[config.mk]
export PLATFORM = sky130hd
export DESIGN_NAME = mips_cpu_bus_arbiter
export DESIGN_NICKNAME = d
export VERILOG_FILES = /design/src/rtl/mips_cpu_bus_arbiter.sv
export SDC_FILE = /design/constraint.sdc
export NUM_CORES = 1
export LEC_CHECK = 0
export CELL_PAD_IN_SITES_DETAIL_PLACEMENT = 1
export CELL_PAD_IN_SITES_GLOBAL_PLACEMENT = 1
export CORE_MARGIN = 3
export CORE_UTILIZATION = 18
export CTS_BUF_LIST = sky130_fd_sc_hd__clkbuf_8
export DETAILED_ROUTE_END_ITERATION = 7
export PLACE_DENSITY = 0.95
export SETUP_SLACK_MARGIN = 0.2
export SYNTH_ARGS = -nofsm -noshare
export SYNTH_HDL_FRONTEND = slang
export SYNTH_SLANG_ARGS = --single-unit
export TNS_END_PERCENT = 20
[constraint.sdc]
create_clock -name clk -period 4.27 [get_ports clk]
set_clock_uncertainty 0.05 [all_clocks]
set_input_delay 1.281 -clock clk [delete_from_list [all_inputs] [get_ports clk]]
set_output_delay 1.281 -clock clk [all_outputs]
set_load 0.1 [all_outputs]
[src/rtl/mips_cpu_bus_arbiter.sv]
`default_nettype none
// ============================================================================
// Module      : mips_cpu_bus_arbiter
// Description : Two-master arbiter that shares one Avalon-style memory bus
//               between a read-only instruction-fetch port and a read/write
//               data port. Ties are broken round-robin and back-to-back
//               transactions need no idle cycles. A sticky error flag is set
//               when one grant stalls for too long.
// Revision    : 1.0 - initial release
// ============================================================================
module mips_cpu_bus_arbiter #(
    parameter int unsigned WAIT_LIMIT = 1024
) (
    input  logic        clk,
    input  logic        reset,

    // instruction-fetch port (read only)
    input  logic [31:0] i_address,
    input  logic        i_read,
    output logic        i_waitrequest,
    output logic [31:0] i_readdata,

    // data port
    input  logic [31:0] d_address,
    input  logic [31:0] d_writedata,
    input  logic        d_read,
    input  logic        d_write,
    input  logic [3:0]  d_byteenable,
    output logic        d_waitrequest,
    output logic [31:0] d_readdata,

    // shared memory bus
    output logic [31:0] m_address,
    output logic [31:0] m_writedata,
    output logic        m_read,
    output logic        m_write,
    output logic [3:0]  m_byteenable,
    input  logic        m_waitrequest,
    input  logic [31:0] m_readdata,

    // status
    output logic [1:0]  grant,
    output logic        timeout_err
);

    // The counter must be able to hold WAIT_LIMIT itself, where it saturates.
    localparam int unsigned      CNT_W     = $clog2(WAIT_LIMIT + 1);
    localparam logic [CNT_W-1:0] CNT_LIMIT = CNT_W'(WAIT_LIMIT);
    localparam logic [CNT_W-1:0] CNT_ONE   = CNT_W'(1);

    // Identity of the port that completed the most recent transaction.
    localparam logic PORT_FETCH = 1'b0;
    localparam logic PORT_DATA  = 1'b1;

    localparam logic [1:0] GRANT_NONE  = 2'b00;
    localparam logic [1:0] GRANT_FETCH = 2'b01;
    localparam logic [1:0] GRANT_DATA  = 2'b10;

    typedef enum logic [1:0] {
        IDLE  = 2'd0,
        GNT_I = 2'd1,
        GNT_D = 2'd2
    } state_t;

    state_t           state;
    state_t           state_next;
    logic [1:0]       grant_next;
    logic             last_served;
    logic             last_served_next;
    logic [CNT_W-1:0] wait_cnt;
    logic [CNT_W-1:0] wait_cnt_next;

    logic             req_fetch;
    logic             req_data;
    logic             owner_req;
    logic             complete;
    logic             dropped;

    // Pick the next owner from the two requests; on a tie the port that was
    // not served last wins.
    function automatic state_t arbitrate(input logic rf, input logic rd,
                                         input logic ls);
        state_t pick;
        pick = IDLE;
        if (rf && rd) begin
            pick = (ls == PORT_DATA) ? GNT_I : GNT_D;
        end else if (rf) begin
            pick = GNT_I;
        end else if (rd) begin
            pick = GNT_D;
        end
        return pick;
    endfunction

    assign req_fetch = i_read;
    assign req_data  = d_read | d_write;

    // Request level of whichever port currently owns the bus.
    always_comb begin
        owner_req = 1'b0;
        case (state)
            GNT_I:   owner_req = req_fetch;
            GNT_D:   owner_req = req_data;
            default: owner_req = 1'b0;
        endcase
    end

    // A transfer completes when the owner is still requesting and memory
    // does not stall; an owner that withdraws its request just gives up.
    assign complete = (state != IDLE) &&  owner_req && !m_waitrequest;
    assign dropped  = (state != IDLE) && !owner_req;

    // Round-robin history advances only on a real completion.
    always_comb begin
        last_served_next = last_served;
        if (complete) begin
            last_served_next = (state == GNT_D) ? PORT_DATA : PORT_FETCH;
        end
    end

    // Next owner: a completion re-arbitrates on the same edge so that
    // transfers can run back to back; a stalled owner is never preempted.
    always_comb begin
        state_next = state;
        case (state)
            IDLE: begin
                state_next = arbitrate(req_fetch, req_data, last_served);
            end
            GNT_I, GNT_D: begin
                if (dropped) begin
                    state_next = IDLE;
                end else if (complete) begin
                    state_next = arbitrate(req_fetch, req_data, last_served_next);
                end else begin
                    state_next = state;
                end
            end
            default: begin
                state_next = IDLE;
            end
        endcase
    end

    // One-hot owner indication, registered together with the state.
    always_comb begin
        grant_next = GRANT_NONE;
        case (state_next)
            GNT_I:   grant_next = GRANT_FETCH;
            GNT_D:   grant_next = GRANT_DATA;
            default: grant_next = GRANT_NONE;
        endcase
    end

    // Count consecutive stalled cycles of the current grant, saturating at
    // the limit; any non-stalled or idle cycle restarts the count.
    always_comb begin
        wait_cnt_next = '0;
        if ((state != IDLE) && m_waitrequest) begin
            wait_cnt_next = (wait_cnt == CNT_LIMIT) ? wait_cnt : (wait_cnt + CNT_ONE);
        end
    end

    // Arbiter state, grant, round-robin history, stall counter and sticky error.
    always_ff @(posedge clk or negedge reset) begin
        if (!reset) begin
            state       <= IDLE;
            grant       <= GRANT_NONE;
            last_served <= PORT_DATA;
            wait_cnt    <= '0;
            timeout_err <= 1'b0;
        end else begin
            state       <= state_next;
            grant       <= grant_next;
            last_served <= last_served_next;
            wait_cnt    <= wait_cnt_next;
            timeout_err <= timeout_err | (wait_cnt_next == CNT_LIMIT);
        end
    end

    // Memory bus steering: fetch is forced to a full-word read, data is
    // forwarded untouched (even a simultaneous read and write), idle is quiet.
    always_comb begin
        m_address    = 32'h0000_0000;
        m_writedata  = 32'h0000_0000;
        m_read       = 1'b0;
        m_write      = 1'b0;
        m_byteenable = 4'b0000;
        case (state)
            GNT_I: begin
                m_address    = i_address;
                m_read       = i_read;
                m_byteenable = 4'b1111;
            end
            GNT_D: begin
                m_address    = d_address;
                m_writedata  = d_writedata;
                m_read       = d_read;
                m_write      = d_write;
                m_byteenable = d_byteenable;
            end
            default: begin
                m_address    = 32'h0000_0000;
            end
        endcase
    end

    // Only the owning port is released, and only when memory is ready.
    assign i_waitrequest = !((state == GNT_I) && !m_waitrequest);
    assign d_waitrequest = !((state == GNT_D) && !m_waitrequest);

    // Read data is shared; each port only looks at it in its completion cycle.
    assign i_readdata = m_readdata;
    assign d_readdata = m_readdata;

endmodule
`default_nettype wire
==> impl_metrics.csv <==
group,metric,value,unit
timing,worst_pin_slew,0.9926,ns
clock_network,post_cts_buffers,0,
route,vias,2345,
worst_setup_path,cp_data_arrival_time,2.39,ns
power_and_ir_drop,power_density,944.4,nW/um^2
worst_setup_path,crit_path_start,"i_address[13]",
route,drt_wl_total,9.972,mm
timing,setup-violations-final,0,
global_route,grt_start_max_net_pins,46,
floorplanning,die_w,118.4,um
route,ant_nets,0,
layout,drive_gt1_frac,0.2329,
global_route,antenna_found_initial,0,
power_and_ir_drop,swShare,0.6260,
power_and_ir_drop,p_leak,1.727,nW
floorplanning,dieArea,14010,sq um
power_and_ir_drop,ir_drop,0.4920,mV
logic_synthesis,ys_ff_latch,17,
worst_setup_path,required,2.94,ns
floorplanning,boundaryPins,277,
route,firstDrtPassIters,4,
route,wl_per_cell,17.71,um
global_route,grt_pass1_vias,2680,
clock_network,path_clk_slew,0.07,ns
worst_setup_path,crit_path_end_kind,"output pin",
logic_synthesis,synthFlopType,"dfrtp_1",
layout,stdcell_count,563,
layout,area_growth,98.79,%
clock_network,h-tree-depth,1,
logic_synthesis,synth.distinct_cells,42,
power_and_ir_drop,pwr-share-seq,0.051,
floorplanning,core,12160,sq um
worst_hold_path,hp-start,"timeout_err",
place,dp_hpwl,8.817,mm
status,status,"finished clean",
clock_network,cts_tree,"done",
timing,min_period_over_period,0.8720,
route,drt_iter0_markers,62,
layout,layout.nets,540,
logic_synthesis,async_reset_ff_frac,1.000,
worst_setup_path,max_stage_delay,0.52,ns
power_and_ir_drop,internal_power,0.001595,W
logic_synthesis,syn_nets,434,
route,drc,0,
worst_setup_path,crit_chain,"clkdlybuf4s50_1, a22oi_1, nor2b_1, buf_12",
global_route,grt_remaining_overflow,0,
global_route,grt_usage,0.1335,
clock_network,cts-root-buf,"clkbuf_8",
logic_synthesis,ys_warn_count,0,
place,place_inst,559,
place,io_buffers,180,
place,place_area,4471,sq um
logic_synthesis,synth-edff-count,0,
timing,finalSetupTns,0,ns
clock_network,clockBufferDepth,2,
clock_network,cts-resized-gates,0,
clock_network,cts_hold_buffers,0,
timing,hold_violations,0,
job,drv_cap,0,
worst_setup_path,critPathSlowestCell,"clkdlybuf4s50_1",
power_and_ir_drop,combPwrFrac,0.920,
logic_synthesis,avgSynthCellArea,7.835,sq um
clock_network,clock_sinks,17,
floorplanning,die_height,118.4,um
logic_synthesis,syn_inst,290,
timing,fin_crit,3.723,ns
timing,drv_slew,0,
global_route,grt_first_pass_wirelength,14.99,mm
worst_hold_path,hp-class,"reg -> reg",
layout,fill_cells,1363,
logic_synthesis,ys_seq_area_frac,0.1878,
timing,maxSlewHeadroom,0.3362,
clock_network,numCtsBuffers,3,
route,vias_per_cell,4.165,
floorplanning,rows,40,
place,gp_congestion,0.8257,
power_and_ir_drop,switching_power,0.002670,W
logic_synthesis,synthTopCellsByArea,"buf_4 21%, dfrtp_1 18%, a22oi_1 11%",
logic_synthesis,synth_top_area_cell,"buf_4",
worst_setup_path,worstPathMaxFanout,1,
timing,max_freq,268.6,MHz
power_and_ir_drop,power_frac_clock,0.028,
worst_setup_path,r2r_start,"state[0]",
worst_setup_path,worstSetupStartpointType,"input port",
logic_synthesis,syn_area,2272,sq um
clock_network,insertion_delay,0.25,ns
layout,stdcell_area,4517,sq um
worst_setup_path,worstSetupPathType,"in -> out",
logic_synthesis,synth_top_area_frac,0.2115,
timing,rsz0062_at_grt,"no",
layout,antenna_cells,0,
floorplanning,initial_core_util,0.1868,
[layout by cell type, fill, tap and decap left out, types with 2 or more instances in the layout]
master	netlist	layout
nand4_1	2	2
nand2b_1	3	3
a21oi_1	8	8
clkbuf_8	0	3
nand3_1	4	4
and2_1	35	35
xnor2_1	2	2
xor2_1	8	8
ha_1	6	5
a22oi_1	32	32
nor4b_2	2	2
nor2_1	14	14
nand2_1	8	8
buf_12	0	72
o21ai_0	2	2
nor2b_1	37	37
a31oi_1	2	2
dfrtp_1	16	16
inv_1	4	4
nor3_1	2	2
clkdlybuf4s50_1	0	108
buf_4	64	3
mux2_2	2	2
[final timing paths]
kind | endpoint | slack (ns) | depth (start not counted)
max in group asynchronous | wait_cnt[1] | 2.26 | 1
max | m_address[13] | 0.55 | 4
min in group asynchronous | wait_cnt[6] | 1.43 | 1
min | timeout_err | 0.43 | 1
max reg2reg | grant[1] | 1.86 | 8
min reg2reg | timeout_err | 0.43 | 1
[metal layers]
metal	GRT usage	vias up	wire length [um]
met4	0.01392	0	72
met1	0.1317	1102	3319
met3	0.03876	8	653
li1	-	1120	-
met2	0.2780	115	5926
met5	0	-	0
[synthesized netlist by cell type, drive strengths merged, types with 3 or more instances]
| cell type | n |
|---|---|
| buf | 68 |
| inv | 4 |
| a21oi | 8 |
| a22oi | 32 |
| nand2b | 3 |
| nand2 | 9 |
| ha | 6 |
| dfrtp | 16 |
| xor2 | 8 |
| clkbuf | 14 |
| nor2b | 37 |
| nor2 | 15 |
| nand3 | 4 |
| and2 | 35 |
[power by group through the flow]
stage | Combinational, W | Sequential [W] | Clock (W)
2_1_floorplan | 0.00273 | 0.000270 | 0
3_3_place_gp | 0.00389 | 0.000219 | 0
3_5_place_dp | 0.00395 | 0.000222 | 0
4_1_cts | 0.00396 | 0.000219 | 0.000125
5_1_grt | 0.00405 | 0.000222 | 0.000132
6_report | 0.00393 | 0.000219 | 0.000120
[through the flow]
stage	power (W)	util	worst slack, ns	hold slack (ns)
after floorplan	0.003002	-	0.2343	0.5038
after global placement	0.004111	0.3676	0.5533	0.4054
after detailed placement	0.004176	0.3676	0.5569	0.4198
after CTS	0.004302	0.3714	0.5539	0.4348
after global routing	0.004400	0.3714	0.4214	0.4612
final	0.004266	0.3714	0.5468	0.4326
[flip-flops by register name, indices dropped and copies added, names as in the netlist]
name         cells
last_served      1
grant            2
state            2
wait_cnt        11
timeout_err      1
[critical path: cells and delay by family]
kind	cells	cell delay (ns)
compound gates	1	0.10
simple gates	1	0.27
buf+inv	2	0.73
[cell families (layout without fill, tap and decap cells)]
logic type | after synthesis | after routing | synth area share
adder cells (fa/ha/maj) | 6 | 6 | 0.03304
AND/OR/NAND/NOR | 118 | 118 | 0.3172
flip-flops | 17 | 17 | 0.1878
buffers and inverters | 86 | 191 | 0.2544
XOR/XNOR | 10 | 10 | 0.03855
AO/OA/AOI/OAI | 51 | 51 | 0.1591
multiplexers | 2 | 2 | 0.009911
[layout make-up]
| class | instances | area (sq um) | share of cell area |
|---|---|---|---|
| clock buffers | 3 | 41.29 | 0.009141 |
| clock inverters | 1 | 5.005 | 0.001108 |
| inverters | 4 | 15.01 | 0.003324 |
| multi-input cells | 187 | 1274 | 0.2820 |
| flip-flops and latches | 17 | 426.7 | 0.09446 |
| well taps | 168 | 210.2 | 0.04654 |
| repair buffers | 183 | 2545 | 0.5634 |
No activity file was read; power rests on OpenSTA's default activity.
